[src/rtl/sr_seq_unit.sv]
// Multi-cycle right shifter: one binary-weighted stage per clock (16, 8, 4, 2, 1), logical or arithmetic.
// Optional rotate-right mode is built only when SR_ROTATE_EN is defined.
module sr_seq_unit #(
    parameter int WIDTH   = 32,
    parameter int SHAMT_W = 5
) (
    input  logic               clk,
    input  logic               rst_n,
    input  logic               in_valid,
    output logic               in_ready,
    input  logic [WIDTH-1:0]   in_data,
    input  logic [SHAMT_W-1:0] in_shamt,
    input  logic               in_arith,
    input  logic               in_rotate,
    output logic               out_valid,
    input  logic               out_ready,
    output logic [WIDTH-1:0]   out_data,
    output logic               busy
);

    // state | meaning
    // IDLE  | waiting for an operand, in_ready high
    // SHIFT | applying stage r_cnt (largest weight first)
    // DONE  | result held on out_data until out_ready
    localparam logic [1:0] IDLE  = 2'd0;
    localparam logic [1:0] SHIFT = 2'd1;
    localparam logic [1:0] DONE  = 2'd2;

    localparam logic [SHAMT_W-1:0] C_LAST = SHAMT_W'(SHAMT_W - 1);

    logic [1:0]         r_state;
    logic [SHAMT_W-1:0] r_cnt;
    logic [WIDTH-1:0]   r_work;
    logic [SHAMT_W-1:0] r_shamt;
    logic               r_arith;
    logic               r_sign;

    logic [SHAMT_W-1:0] w_idx;
    logic [SHAMT_W-1:0] w_amt;
    logic               w_stage_en;
    logic               w_fill;
    logic [2*WIDTH-1:0] w_shift_ext;
    logic [WIDTH-1:0]   w_next;

    assign w_idx      = C_LAST - r_cnt;
    assign w_amt      = SHAMT_W'(1) << w_idx;
    assign w_stage_en = r_shamt[w_idx];
    assign w_fill     = r_arith & r_sign;

    // Upper half of the extended vector supplies the vacated MSBs.
    assign w_shift_ext = {{WIDTH{w_fill}}, r_work} >> w_amt;

`ifdef SR_ROTATE_EN
    logic               r_rotate;
    logic [2*WIDTH-1:0] w_rot_ext;

    assign w_rot_ext = {r_work, r_work} >> w_amt;
    assign w_next    = r_rotate ? w_rot_ext[WIDTH-1:0] : w_shift_ext[WIDTH-1:0];

    always_ff @(posedge clk) begin
        if (!rst_n) begin
            r_rotate <= 1'b0;
        end else if (r_state == IDLE && in_valid) begin
            r_rotate <= in_rotate;
        end
    end
`else
    logic w_unused_rotate;

    assign w_unused_rotate = in_rotate;
    assign w_next          = w_shift_ext[WIDTH-1:0];
`endif

    always_ff @(posedge clk) begin
        if (!rst_n) begin
            r_state <= IDLE;
            r_cnt   <= '0;
            r_work  <= '0;
            r_shamt <= '0;
            r_arith <= 1'b0;
            r_sign  <= 1'b0;
        end else begin
            case (r_state)
                IDLE: begin
                    if (in_valid) begin
                        r_work  <= in_data;
                        r_shamt <= in_shamt;
                        r_arith <= in_arith;
                        r_sign  <= in_data[WIDTH-1];
                        r_cnt   <= '0;
                        r_state <= SHIFT;
                    end
                end
                SHIFT: begin
                    if (w_stage_en) begin
                        r_work <= w_next;
                    end
                    r_cnt <= r_cnt + SHAMT_W'(1);
                    if (r_cnt == C_LAST) begin
                        r_state <= DONE;
                    end
                end
                DONE: begin
                    if (out_ready) begin
                        r_state <= IDLE;
                    end
                end
                default: r_state <= IDLE;
            endcase
        end
    end

    assign in_ready  = (r_state == IDLE);
    assign out_valid = (r_state == DONE);
    assign busy      = (r_state != IDLE);
    assign out_data  = r_work;

endmodule

[config.mk]
export PLATFORM = sky130hd
export DESIGN_NAME = sr_seq_unit
export DESIGN_NICKNAME = d
export VERILOG_FILES = /design/src/rtl/sr_seq_unit.sv
export SDC_FILE = /design/constraint.sdc
export NUM_CORES = 1
export LEC_CHECK = 0
export ABC_AREA = 0
export CAP_MARGIN = 20
export CELL_PAD_IN_SITES_DETAIL_PLACEMENT = 0
export CELL_PAD_IN_SITES_GLOBAL_PLACEMENT = 1
export CORE_MARGIN = 2
export CORE_UTILIZATION = 38
export DETAILED_ROUTE_END_ITERATION = 8
export MAX_ROUTING_LAYER = met4
export PLACE_DENSITY = 0.86
export SLEW_MARGIN = 25
export SYNTH_ARGS = -nofsm -noshare
export SYNTH_HDL_FRONTEND = slang
export SYNTH_SLANG_ARGS = --single-unit
[constraint.sdc]
create_clock -name clk -period 3.9 [get_ports clk]
set_input_delay 0.78 -clock clk [delete_from_list [all_inputs] [get_ports clk]]
set_output_delay 0.78 -clock clk [all_outputs]
set_load 0.1 [all_outputs]
==> impl_results.md <==
* Power per cell area at 374 nW/µm²
* Starting Density at 0.387
* Sequential-to-total area share from yosys stat at 0.233
* Die ar. at 11300 µm²
* Yosys top cell by area: dfxtp_1
* Clock skew at 13.1 ps
* Most common cell after layout, fill and taps aside: clkdlybuf4s50_1
* Max-slew violation count at 0
* Setup TNS at 0 ps
* Final nets at 623
* Die span in x at 106 µm
* Routed Antenna Nets at 0
* Tot Pwr at 1.83 mW
* Synth Register Bits at 46
* HP Class: reg2reg
* Initial antenna violation count at 0
* Tot GR Track Use at 0.269
* Postcts setup bufs at 0
* Io pins at 78
* Post-CTS sizing at 0
* RSZ-0062 raised after global routing: no
* CTS Hold Bufs at 0
* Root Driver: clkbuf_8
* Core Area at 10200 µm²
* Flop pwr share at 0.321
* Arr. time, crit path at 3630 ps
* Layout cell share with drive strength beyond 1 at 0.116
* Worst-path maximum fanout at 11
* Largest cells by area after synthesis: dfxtp_1 23%, mux2i_1 8.6%, nor2_1 6.9%, a21oi_1 6.4%, nand2_1 5.9%
* Cells after Synth at 524
* Status: finished, final reports clean
* # DRC at 0
* LEAKAGE at 1.87 nW
* Vias/cell at 6.03
* Slowest cell on the critical path: a21boi_1
* Critical path class: reg2reg
* Clk pwr share at 0.202
* Slew headroom at 0.348
* Number of global-route vias before repair at 4106
* H-tree depth at 2
* Final hold vios at 0
* Final setup vio count at 0
* Worst-case clock buffer depth at 2
* Clock Sink Count at 46
* Total CTS buffers at 5
* Final HPWL DP at 10.4 mm
* Std-Cell Rows at 37
* Peak VDD IR at 0.163 mV
* Crit path required time at 4110 ps
* Slew @ Worst Pin at 975 ps
* Antenna diode count at 0
* P_int at 0.964 mW
* Largest net degree at the start of global routing at 46
* Final core utilization at 0.477
* Startpoint types: register
* Fmax at 0.293 GHz
* Crit share post-route at 0.876
* Comb power frac at 0.477
* Avg Inst Size Synth at 7.55 µm²
* Clk_lat worst skew at 320 ps
* Final WL at 14.5 mm
* Most frequent cells in the layout: 76 x clkdlybuf4s50_1, 73 x nor2_1, 62 x nand2_1
* Final-layout fill cell count at 1038
* Synth-to-layout area growth at 23.4%
* DR iter-0 viols at 250
* Syn. warnings at 0
* Reg clk slew, reported paths at 90 ps
* Crit path capture type: register
* Post-Syn Area at 3960 µm²
* Buffers on Ports at 76
* Routability Congestion at 0.914
* Netlist cell types at 75
* Crit-path cells: inv_1 > ha_1 > mux4_2 > mux2i_1 > a21oi_1 > a21boi_1 > o221ai_1 > and3_1
* Area share of the leading cell type in the synthesized netlist at 0.233
* Max_cap viols at 0
* Dominant synthesized flop cell: dfxtp_1
* Fin crit period at 3420 ps
* Via Count at 4309
* Grt total ovfl at 0
* Routed len/inst at 20.3 µm
* Switching share of total power at 0.472
* Global-route wire length before repair at 23.2 mm
* Die Span Y at 106 µm
* CTS tree: built
* Synth Net Count at 569
* Post-synth EDFFs at 0
* Switching power total at 0.863 mW
* DRT Pass-1 Iters at 5
* Ys async rst share at 0
* Highest cell delay on the worst timing path at 700 ps
final timing paths:
kind | to | slack, ps | depth (start not counted) | startpoint
min | r_shamt[4] | 460 | 2 | r_shamt[4]
max | out_data[25] | 480 | 8 | r_cnt[1]
max reg2reg | out_data[25] | 480 | 8 | r_cnt[1]
min reg2reg | r_shamt[4] | 460 | 2 | r_shamt[4]
logic make-up after synthesis:
kind of cell	share of synthesized area
xor gates and xnor gates	0.00221
adders and majority gates	0.00632
muxes	0.134
and+or+nand+nor	0.225
AOI/OAI and AO/OA	0.332
buffers and inverters	0.0683
DFF	0.233
power groups by stage:
stage / Combinational [mW] / Clock, mW / Sequential (mW)
final: 0.871 / 0.369 / 0.587
after global routing: 0.921 / 0.393 / 0.593
after CTS: 0.865 / 0.379 / 0.586
after detailed placement: 0.861 / 0 / 0.597
after global placement: 0.862 / 0 / 0.597
after floorplan: 0.372 / 0 / 0.833
critical path: cells and delay by family (launching register included):
kind / cells / cell delay [ps]
and+or+nand+nor: 1 / 250
adders and majority gates: 1 / 590
DFF: 1 / 500
muxes: 2 / 410
buffers and inverters: 1 / 80
AOI/OAI and AO/OA: 3 / 1490
metal layers:
| metal | track usage | vias to the layer above | wire [µm] |
|---|---|---|---|
| met5 | - | - | 0 |
| met4 | 0.0902 | 0 | 366 |
| met3 | 0.0349 | 26 | 888 |
| met2 | 0.409 | 156 | 6630 |
| met1 | 0.369 | 2081 | 6630 |
| li1 | - | 2046 | - |
synthesized netlist by cell type, types with 3 or more instances:
| cell type | n |
|---|---|
| buf_1 | 3 |
| a211oi_2 | 3 |
| mux2i_1 | 34 |
| and3_1 | 4 |
| a21oi_1 | 51 |
| o21ai_0 | 27 |
| o211ai_1 | 17 |
| o32ai_1 | 3 |
| a2111oi_2 | 5 |
| buf_2 | 11 |
| o21ai_2 | 3 |
| o221ai_1 | 7 |
| nand2_1 | 62 |
| inv_1 | 9 |
| buf_4 | 5 |
| nand4_1 | 3 |
| o22ai_1 | 4 |
| nor2b_1 | 6 |
| mux2_2 | 7 |
| nand2b_1 | 6 |
| a31oi_1 | 9 |
| nand3_1 | 9 |
| nor2_1 | 73 |
| dfxtp_1 | 46 |
| buf_6 | 3 |
| clkbuf_1 | 20 |
| nor3_1 | 14 |
| a211oi_1 | 11 |
| a22oi_1 | 5 |
| and2_1 | 4 |
final cells by class:
type,count,area [µm²],area share
Clock buffer,5,68.8,0.0141
Clock inverter,3,40.0,0.00820
Inverter,10,37.5,0.00768
Multi-Input combinational cell,425,2780,0.569
Sequential cell,46,921,0.189
Tap cell,136,170,0.0348
Timing Repair Buffer,90,866,0.177
stage by stage:
| stage | instances | area (µm²) | worst slack [ps] | hold WS [ps] |
|---|---|---|---|---|
| floorplan | 524 | 3960 | 371 | 432 |
| global route | 715 | 4880 | 316 | 481 |
| global placement | 707 | 4780 | 654 | 443 |
| detailed placement | 707 | 4780 | 558 | 452 |
| CTS | 715 | 4880 | 538 | 466 |
| finish | 715 | 4880 | 482 | 462 |
sequential cells by signal, indices dropped and copies added (netlist names):
signal / count
r_arith: 1
r_cnt: 5
out_data: 32
r_sign: 1
r_state: 2
r_shamt: 5
Power figures use the tool's default switching activity.
